$ cat config.mk
export PLATFORM = sky130hd
export DESIGN_NAME = reg_file_sequencer_flat
export DESIGN_NICKNAME = d
export VERILOG_FILES = /design/src/rtl/reg_file_sequencer_if.sv /design/src/rtl/reg_file_sequencer.sv /design/src/flat_wrapper.sv
export SDC_FILE = /design/constraint.sdc
export NUM_CORES = 1
export LEC_CHECK = 0
export ABC_AREA = 0
export CAP_MARGIN = 10
export CELL_PAD_IN_SITES_DETAIL_PLACEMENT = 1
export CELL_PAD_IN_SITES_GLOBAL_PLACEMENT = 2
export CORE_MARGIN = 8
export CORE_UTILIZATION = 33
export CTS_BUF_LIST = sky130_fd_sc_hd__clkbuf_8
export CTS_CLUSTER_DIAMETER = 40
export CTS_CLUSTER_SIZE = 30
export DETAILED_ROUTE_END_ITERATION = 6
export GPL_ROUTABILITY_DRIVEN = 0
export HOLD_SLACK_MARGIN = 0.05
export PLACE_DENSITY = 0.84
export SYNTH_ARGS = -nofsm -noshare
export SYNTH_HDL_FRONTEND = slang
export SYNTH_SLANG_ARGS = --single-unit
$ cat constraint.sdc
create_clock -name clk -period 5.99 [get_ports clk]
set_clock_uncertainty 0.2 [all_clocks]
set_input_delay 1.198 -clock clk [delete_from_list [all_inputs] [get_ports clk]]
set_output_delay 1.198 -clock clk [all_outputs]
set_load 0.02 [all_outputs]
$ cat src/rtl/reg_file_sequencer_if.sv
// Bus bundle between the sequencer and its environment: the instruction
// fetch handshake plus the read/write ports of the 4x16 register file.
interface reg_file_sequencer_if #(
  parameter int DATA_WIDTH = 16,
  parameter int ADDR_WIDTH = 2,
  parameter int PC_WIDTH   = 8
) ();
  logic                  instr_req;
  logic [PC_WIDTH-1:0]   instr_addr;
  logic                  instr_valid;
  logic [DATA_WIDTH-1:0] instr_data;
  logic                  read_en;
  logic [ADDR_WIDTH-1:0] read_adr1;
  logic [ADDR_WIDTH-1:0] read_adr2;
  logic [DATA_WIDTH-1:0] read_data1;
  logic [DATA_WIDTH-1:0] read_data2;
  logic                  write_en;
  logic [ADDR_WIDTH-1:0] write_adr;
  logic [DATA_WIDTH-1:0] write_data;

  // The sequencer drives requests, addresses and writeback data
  modport master (
    output instr_req, instr_addr, read_en, read_adr1, read_adr2,
           write_en, write_adr, write_data,
    input  instr_valid, instr_data, read_data1, read_data2
  );

  // Instruction memory and register file answer the sequencer
  modport slave (
    input  instr_req, instr_addr, read_en, read_adr1, read_adr2,
           write_en, write_adr, write_data,
    output instr_valid, instr_data, read_data1, read_data2
  );
endinterface

$ cat src/rtl/reg_file_sequencer.sv
// Fetch/decode/execute/writeback controller in front of the 4x16 register
// file. Owns the PC, branch logic and integer ALU, and is the only writer
// of the register file.
module reg_file_sequencer #(
  parameter int DATA_WIDTH = 16,
  parameter int ADDR_WIDTH = 2,
  parameter int PC_WIDTH   = 8
) (
  input  logic                 clk,
  input  logic                 reset,
  input  logic                 run,
  reg_file_sequencer_if.master bus,
  output logic [PC_WIDTH-1:0]  pc,
  output logic                 zero_flag,
  output logic                 halted,
  output logic                 illegal_op
);

  typedef enum logic [2:0] {
    ST_FETCH     = 3'd0,
    ST_DECODE    = 3'd1,
    ST_EXECUTE   = 3'd2,
    ST_WRITEBACK = 3'd3,
    ST_HALT      = 3'd4
  } state_t;

  localparam logic [3:0] OP_NOP  = 4'h0;
  localparam logic [3:0] OP_ADD  = 4'h1;
  localparam logic [3:0] OP_SUB  = 4'h2;
  localparam logic [3:0] OP_AND  = 4'h3;
  localparam logic [3:0] OP_OR   = 4'h4;
  localparam logic [3:0] OP_XOR  = 4'h5;
  localparam logic [3:0] OP_LDI  = 4'h6;
  localparam logic [3:0] OP_MOV  = 4'h7;
  localparam logic [3:0] OP_JMP  = 4'h8;
  localparam logic [3:0] OP_BEQZ = 4'h9;
  localparam logic [3:0] OP_HALT = 4'hF;

  state_t                state_r;
  state_t                next_state_s;
  logic [15:0]           ir_r;
  logic [DATA_WIDTH-1:0] result_r;
  logic [PC_WIDTH-1:0]   pc_r;
  logic                  zero_r;
  logic                  illegal_r;

  logic [3:0]            opcode_s;
  logic [ADDR_WIDTH-1:0] rd_s;
  logic [ADDR_WIDTH-1:0] rs1_s;
  logic [ADDR_WIDTH-1:0] rs2_s;
  logic [7:0]            imm8_s;
  logic [PC_WIDTH-1:0]   pc_plus1_s;
  logic [PC_WIDTH-1:0]   exec_pc_s;
  logic [DATA_WIDTH-1:0] alu_result_s;
  logic                  writes_reg_s;
  logic                  updates_zero_s;
  logic                  illegal_s;
  logic                  is_halt_s;
  logic                  fetch_fire_s;

  // Instruction fields; register indices are narrowed/widened to ADDR_WIDTH
  assign opcode_s   = ir_r[15:12];
  assign rd_s       = ADDR_WIDTH'(ir_r[11:10]);
  assign rs1_s      = ADDR_WIDTH'(ir_r[9:8]);
  assign rs2_s      = ADDR_WIDTH'(ir_r[7:6]);
  assign imm8_s     = ir_r[7:0];
  assign pc_plus1_s = pc_r + PC_WIDTH'(1);

  // A fetch completes only when a request is actually issued and answered
  assign fetch_fire_s = run & bus.instr_valid;

  assign pc         = pc_r;
  assign zero_flag  = zero_r;
  assign illegal_op = illegal_r;

  // State register
  always_ff @(posedge clk or negedge reset) begin
    if (!reset) begin
      state_r <= ST_FETCH;
    end else begin
      state_r <= next_state_s;
    end
  end

  // Next-state selection
  always_comb begin
    next_state_s = state_r;
    case (state_r)
      ST_FETCH: begin
        if (fetch_fire_s) begin
          next_state_s = ST_DECODE;
        end else begin
          next_state_s = ST_FETCH;
        end
      end
      ST_DECODE:  next_state_s = ST_EXECUTE;
      ST_EXECUTE: begin
        if (is_halt_s) begin
          next_state_s = ST_HALT;
        end else if (writes_reg_s) begin
          next_state_s = ST_WRITEBACK;
        end else begin
          next_state_s = ST_FETCH;
        end
      end
      ST_WRITEBACK: next_state_s = ST_FETCH;
      ST_HALT:      next_state_s = ST_HALT;
      default:      next_state_s = ST_FETCH;
    endcase
  end

  // ALU and branch resolution on the operands returned by the register file
  always_comb begin
    alu_result_s   = {DATA_WIDTH{1'b0}};
    writes_reg_s   = 1'b0;
    updates_zero_s = 1'b0;
    illegal_s      = 1'b0;
    is_halt_s      = 1'b0;
    exec_pc_s      = pc_plus1_s;
    case (opcode_s)
      OP_NOP: exec_pc_s = pc_plus1_s;
      OP_ADD: begin
        alu_result_s   = bus.read_data1 + bus.read_data2;
        writes_reg_s   = 1'b1;
        updates_zero_s = 1'b1;
      end
      OP_SUB: begin
        alu_result_s   = bus.read_data1 - bus.read_data2;
        writes_reg_s   = 1'b1;
        updates_zero_s = 1'b1;
      end
      OP_AND: begin
        alu_result_s   = bus.read_data1 & bus.read_data2;
        writes_reg_s   = 1'b1;
        updates_zero_s = 1'b1;
      end
      OP_OR: begin
        alu_result_s   = bus.read_data1 | bus.read_data2;
        writes_reg_s   = 1'b1;
        updates_zero_s = 1'b1;
      end
      OP_XOR: begin
        alu_result_s   = bus.read_data1 ^ bus.read_data2;
        writes_reg_s   = 1'b1;
        updates_zero_s = 1'b1;
      end
      OP_LDI: begin
        alu_result_s   = DATA_WIDTH'(imm8_s);
        writes_reg_s   = 1'b1;
        updates_zero_s = 1'b1;
      end
      OP_MOV: begin
        alu_result_s   = bus.read_data1;
        writes_reg_s   = 1'b1;
        updates_zero_s = 1'b1;
      end
      OP_JMP: exec_pc_s = PC_WIDTH'(imm8_s);
      OP_BEQZ: begin
        if (bus.read_data1 == {DATA_WIDTH{1'b0}}) begin
          exec_pc_s = PC_WIDTH'(imm8_s);
        end else begin
          exec_pc_s = pc_plus1_s;
        end
      end
      OP_HALT: is_halt_s = 1'b1;
      // Opcodes A-E behave as NOP but are flagged
      default: illegal_s = 1'b1;
    endcase
  end

  // Architectural state: instruction capture, result latch, flags and PC
  always_ff @(posedge clk or negedge reset) begin
    if (!reset) begin
      ir_r      <= 16'h0000;
      result_r  <= {DATA_WIDTH{1'b0}};
      pc_r      <= {PC_WIDTH{1'b0}};
      zero_r    <= 1'b0;
      illegal_r <= 1'b0;
    end else begin
      case (state_r)
        ST_FETCH: begin
          if (fetch_fire_s) begin
            ir_r <= bus.instr_data[15:0];
          end
        end
        ST_EXECUTE: begin
          if (writes_reg_s) begin
            result_r <= alu_result_s;
          end
          if (updates_zero_s) begin
            zero_r <= (alu_result_s == {DATA_WIDTH{1'b0}});
          end
          if (illegal_s) begin
            illegal_r <= 1'b1;
          end
          // Register writers advance the PC in WRITEBACK; HALT freezes it
          if (!writes_reg_s && !is_halt_s) begin
            pc_r <= exec_pc_s;
          end
        end
        ST_WRITEBACK: pc_r <= pc_plus1_s;
        default: ;
      endcase
    end
  end

  // Bus outputs decoded from the current state; enables are one-state pulses
  always_comb begin
    bus.instr_req  = 1'b0;
    bus.instr_addr = pc_r;
    bus.read_en    = 1'b0;
    bus.read_adr1  = {ADDR_WIDTH{1'b0}};
    bus.read_adr2  = {ADDR_WIDTH{1'b0}};
    bus.write_en   = 1'b0;
    bus.write_adr  = {ADDR_WIDTH{1'b0}};
    bus.write_data = {DATA_WIDTH{1'b0}};
    halted         = 1'b0;
    case (state_r)
      // No request while reset is held, even though the state reads FETCH
      ST_FETCH: bus.instr_req = run & reset;
      ST_DECODE: begin
        bus.read_en   = 1'b1;
        bus.read_adr1 = rs1_s;
        bus.read_adr2 = rs2_s;
      end
      ST_WRITEBACK: begin
        bus.write_en   = 1'b1;
        bus.write_adr  = rd_s;
        bus.write_data = result_r;
      end
      ST_HALT: halted = 1'b1;
      default: ;
    endcase
  end

endmodule

$ cat src/flat_wrapper.sv
// flat-port wrapper written by rule: the top's interface ports become plain ports
module reg_file_sequencer_flat 
#(
  parameter int DATA_WIDTH = 16,
  parameter int ADDR_WIDTH = 2,
  parameter int PC_WIDTH   = 8
)
  (clk, reset, run, pc, zero_flag, halted, illegal_op, bus_instr_req, bus_instr_addr, bus_read_en, bus_read_adr1, bus_read_adr2, bus_write_en, bus_write_adr, bus_write_data, bus_instr_valid, bus_instr_data, bus_read_data1, bus_read_data2);
  reg_file_sequencer_if #(.DATA_WIDTH(DATA_WIDTH), .ADDR_WIDTH(ADDR_WIDTH), .PC_WIDTH(PC_WIDTH)) bus_i ();
  input  logic clk;
  input  logic reset;
  input  logic run;
  output logic [PC_WIDTH-1:0] pc;
  output logic zero_flag;
  output logic halted;
  output logic illegal_op;
  output wire logic [$bits(bus_i.instr_req)-1:0] bus_instr_req;
  output wire logic [$bits(bus_i.instr_addr)-1:0] bus_instr_addr;
  output wire logic [$bits(bus_i.read_en)-1:0] bus_read_en;
  output wire logic [$bits(bus_i.read_adr1)-1:0] bus_read_adr1;
  output wire logic [$bits(bus_i.read_adr2)-1:0] bus_read_adr2;
  output wire logic [$bits(bus_i.write_en)-1:0] bus_write_en;
  output wire logic [$bits(bus_i.write_adr)-1:0] bus_write_adr;
  output wire logic [$bits(bus_i.write_data)-1:0] bus_write_data;
  input wire logic [$bits(bus_i.instr_valid)-1:0] bus_instr_valid;
  input wire logic [$bits(bus_i.instr_data)-1:0] bus_instr_data;
  input wire logic [$bits(bus_i.read_data1)-1:0] bus_read_data1;
  input wire logic [$bits(bus_i.read_data2)-1:0] bus_read_data2;
  assign bus_instr_req = bus_i.instr_req;
  assign bus_instr_addr = bus_i.instr_addr;
  assign bus_read_en = bus_i.read_en;
  assign bus_read_adr1 = bus_i.read_adr1;
  assign bus_read_adr2 = bus_i.read_adr2;
  assign bus_write_en = bus_i.write_en;
  assign bus_write_adr = bus_i.write_adr;
  assign bus_write_data = bus_i.write_data;
  assign bus_i.instr_valid = bus_instr_valid;
  assign bus_i.instr_data = bus_instr_data;
  assign bus_i.read_data1 = bus_read_data1;
  assign bus_i.read_data2 = bus_read_data2;
  reg_file_sequencer #(.DATA_WIDTH(DATA_WIDTH), .ADDR_WIDTH(ADDR_WIDTH), .PC_WIDTH(PC_WIDTH)) u_core (.clk(clk), .reset(reset), .run(run), .bus(bus_i), .pc(pc), .zero_flag(zero_flag), .halted(halted), .illegal_op(illegal_op));
endmodule
==> results.md <==
* Status: completed
* Hold Path Depth at 1
* Post-Synth Adder-Cell Area at 14.7%
* Final #Nets at 681
* H-Tree Depth at 2
* Min-delay src: u_core.illegal_op
* WP data required at 6040 ps
* RSZ-0062 raised after global routing: false
* CTS tree: done
* Final core utilization at 43.3%
* Worst-Skew Late Latency at 300 ps
* # fillers at 1530
* Clock buffer depth at 2
* Number of flops mapped to enable cells by yosys at 0
* Fin. Hold Viols at 0
* Critical path's most frequent cell: and3_1
* LEAKAGE at 2.36 nW
* Worst hold endpoint: u_core.illegal_op
* I/O pin count at 96
* Peak VDD IR at 134 uV
* DRT antenna net count at 0
* Ys Warns at 0
* Gates resized, CTS repair at 0
* Syn_area_per_cell at 8.56 um^2
* Post-Synthesis Cell Area at 4300 um^2
* Global Route Usage Sum at 17.3%
* Drt first pass iters at 5
* Cell count after synthesis at 503
* Clk slew on worst S/H paths at 90 ps
* Hold_buf cts at 0
* Pin count of the biggest net entering global routing at 47
* Initial DRC count at 438
* Post-Syn Nets at 605
* Crit. End Element: register
* Synth Area in Compound Gates at 20.7%
* CP Cell Sequence: clkdlybuf4s50_1 > nor4_1 > nand3_1 > o21ai_0 > xnor2_1 > ha_1 > and3_4 > and3_1 > and3_1 > or4_1 > a31o_1 > a211oi_2 > nand4_1 > o21ai_1
* Cts bufs inserted at 5
* Die Ht at 130 um
* DRT Wirelength at 14400 um
* Switching Fraction at 47.4%
* GRT overflow at 0
* Switching component of the power at 1.07 mW
* CTS root buffer: clkbuf_8
* Clock sink count at 45
* Layout area overhead at 27.4%
* Worst-margin pin slew at 1050 ps
* R2R Path Start: u_core.ir_r[13]
* Core area at 12700 um^2
* Distinct cells, synth at 63
* Seq pwr share at 28.0%
* Setup TNS at 0 ps
* Avg WL per Cell at 19.2 um
* Comb pwr share at 61.5%
* Power Total at 2.26 mW
* DP HPWL at 11600 um
* XOR/XNOR Fraction of Synth Area at 5.09%
* Initial core utilization at 34.0%
* CP startpoint kind: primary input
* R2r endpoint: u_core.zero_flag
* Final period utilization at 79.7%
* Port bufs at 95
* #FFs+latches synth at 45
* FP Rows at 41
* Worst hold path type: reg2reg
* Pwr per Cell Area at 413 nW/um^2
* Synth Flop Type: dfrtp_1
* Antenna violations before repair at 0
* Cell Int Power at 1.19 mW
* Post-synthesis mux area share at 7.24%
* Vias in the first global route at 4251
* Maximum clock rate at 209 MHz
* Die X at 130 um
* CP startpoint: bus_read_data2[5]
* Worst Reg-to-Reg Cells at 12
* Highest cell delay on the worst timing path at 510 ps
* Synth Area in Simple Gates at 19.2%
* CP arrival at 4820 ps
* First-pass GRT wire length at 23000 um
* Seq/Total Area, Yosys at 26.2%
* Crit path kind: in2reg
* Main combinational cell family by area after synthesis: compound AO/OA/AOI/OAI gates
* Share of layout cells above drive strength 1 at 9.31%
* Setup Buffers After CTS at 0
* ANT cells at 0
* Max_cap viols at 0
* Max FO, Critical Path at 6
* Async S/R FF share, synth at 100%
* Via count at 4093
* Post-DR vias/cell at 5.44
* Slowest cell on crit path: clkdlybuf4s50_1
* Clk pwr share at 10.5%
* Reg2reg setup slack at 2180 ps
* DRC errors left at 0
* Hold_ws at 300 ps
* Max-slew violation count at 0
* Max-slew headroom at 29.2%
* Die area at 17000 um^2
* Tmin final at 4770 ps
* # setup viols final at 0
[final cells by class]
type | instances | area, um^2 | share of cell area (%)
timing repair buffer | 102 | 998 | 18.2
inverter | 36 | 135 | 2.46
clock buffer | 5 | 68.8 | 1.26
sequential | 45 | 1130 | 20.5
tap | 172 | 215 | 3.93
clock inverter | 3 | 46.3 | 0.844
multi-input combinational | 389 | 2890 | 52.8
[cell usage in the layout (no fill, tap or decap), types with 4 or more instances in the layout]
cell type / Yosys / layout
and2_1: 8 / 8
nor3_1: 10 / 10
nand2_1: 24 / 24
dfrtp_1: 45 / 45
nor3b_1: 4 / 4
ha_1: 49 / 49
nor2_1: 34 / 34
clkbuf_8: 0 / 5
xor2_1: 4 / 4
a22oi_1: 4 / 4
o21ai_0: 30 / 30
nor4_1: 11 / 11
nand3_1: 8 / 8
mux2_2: 25 / 25
clkdlybuf4s50_1: 0 / 94
a21o_1: 6 / 6
buf_4: 8 / 7
inv_1: 36 / 36
a31oi_1: 11 / 11
and3_1: 23 / 23
nand2b_1: 6 / 6
a21oi_1: 37 / 37
o211ai_1: 7 / 7
xnor2_1: 21 / 21
a222oi_1: 9 / 9
o21a_1: 5 / 5
[metal layers]
layer	GRT usage [%]	part of all wire (%)
met1	22.2	45
met2	29.7	48
met3	2.61	5.7
met4	4.10	1.1
met5	0	0
[sequential cells by signal, summed over array words and instances (netlist names)]
register / cells
u_core.result_r: 16
u_core.illegal_op: 1
u_core.zero_flag: 1
u_core.ir_r: 16
u_core.bus.instr_addr: 8
u_core.state_r: 3
[per-stage QoR]
step	area, um^2	std cells	setup WS, ps
floorplan	4300	503	1740
global placement	5360	743	1010
detailed placement	5360	743	914
CTS	5480	751	1240
global route	5480	752	916
finish	5480	752	1220
[kinds of logic after synthesis]
logic type / after synthesis
buf+inv: 69
flops: 45
xor+xnor: 25
compound gates: 137
simple gates: 149
mux: 28
fa+ha+maj: 50
[worst max-delay path, delay by kind of cell]
family                   cells  cell delay, ps
XOR/XNOR                     1             150
AND/OR/NAND/NOR              7            1860
buffers and inverters        1             510
adder cells (fa/ha/maj)      1             310
AO/OA/AOI/OAI                4             790
[cells in the mapped netlist (6+ instances only)]
| library cell | number | area share (%) |
|---|---|---|
| nor4_1 | 11 | 1.6 |
| a21oi_1 | 37 | 4.3 |
| inv_1 | 36 | 3.1 |
| and3_1 | 23 | 3.3 |
| nand3_1 | 8 | 0.93 |
| nand2b_1 | 6 | 0.87 |
| a31oi_1 | 11 | 1.6 |
| dfrtp_1 | 45 | 26 |
| and2_1 | 8 | 1.2 |
| buf_2 | 6 | 0.70 |
| clkbuf_1 | 18 | 1.6 |
| ha_1 | 49 | 14 |
| nand2_1 | 24 | 2.1 |
| xnor2_1 | 21 | 4.3 |
| o21ai_0 | 30 | 3.5 |
| a21o_1 | 6 | 1.0 |
| nor3_1 | 10 | 1.2 |
| buf_4 | 8 | 1.4 |
| nor2_1 | 34 | 3.0 |
| mux2_2 | 25 | 6.5 |
| o211ai_1 | 7 | 1.2 |
| a222oi_1 | 9 | 2.1 |
[power groups by stage]
stage	clock, mW	sequential (mW)	combinational [mW]
after detailed placement	0	0.641	1.39
after global routing	0.256	0.662	1.53
after floorplan	0	0.568	0.969
final	0.238	0.633	1.39
after CTS	0.248	0.634	1.40
after global placement	0	0.632	1.36
[worst max-delay path by stage]
stage	slack, ps	end	cells after the start
CTS	1240	u_core.zero_flag	14
finish	1220	u_core.zero_flag	14
global route	920	u_core.zero_flag	14
global placement	1010	u_core.zero_flag	14
detailed placement	910	u_core.zero_flag	14
floorplan	1740	u_core.zero_flag	14
(Power assumes the default switching activity.)
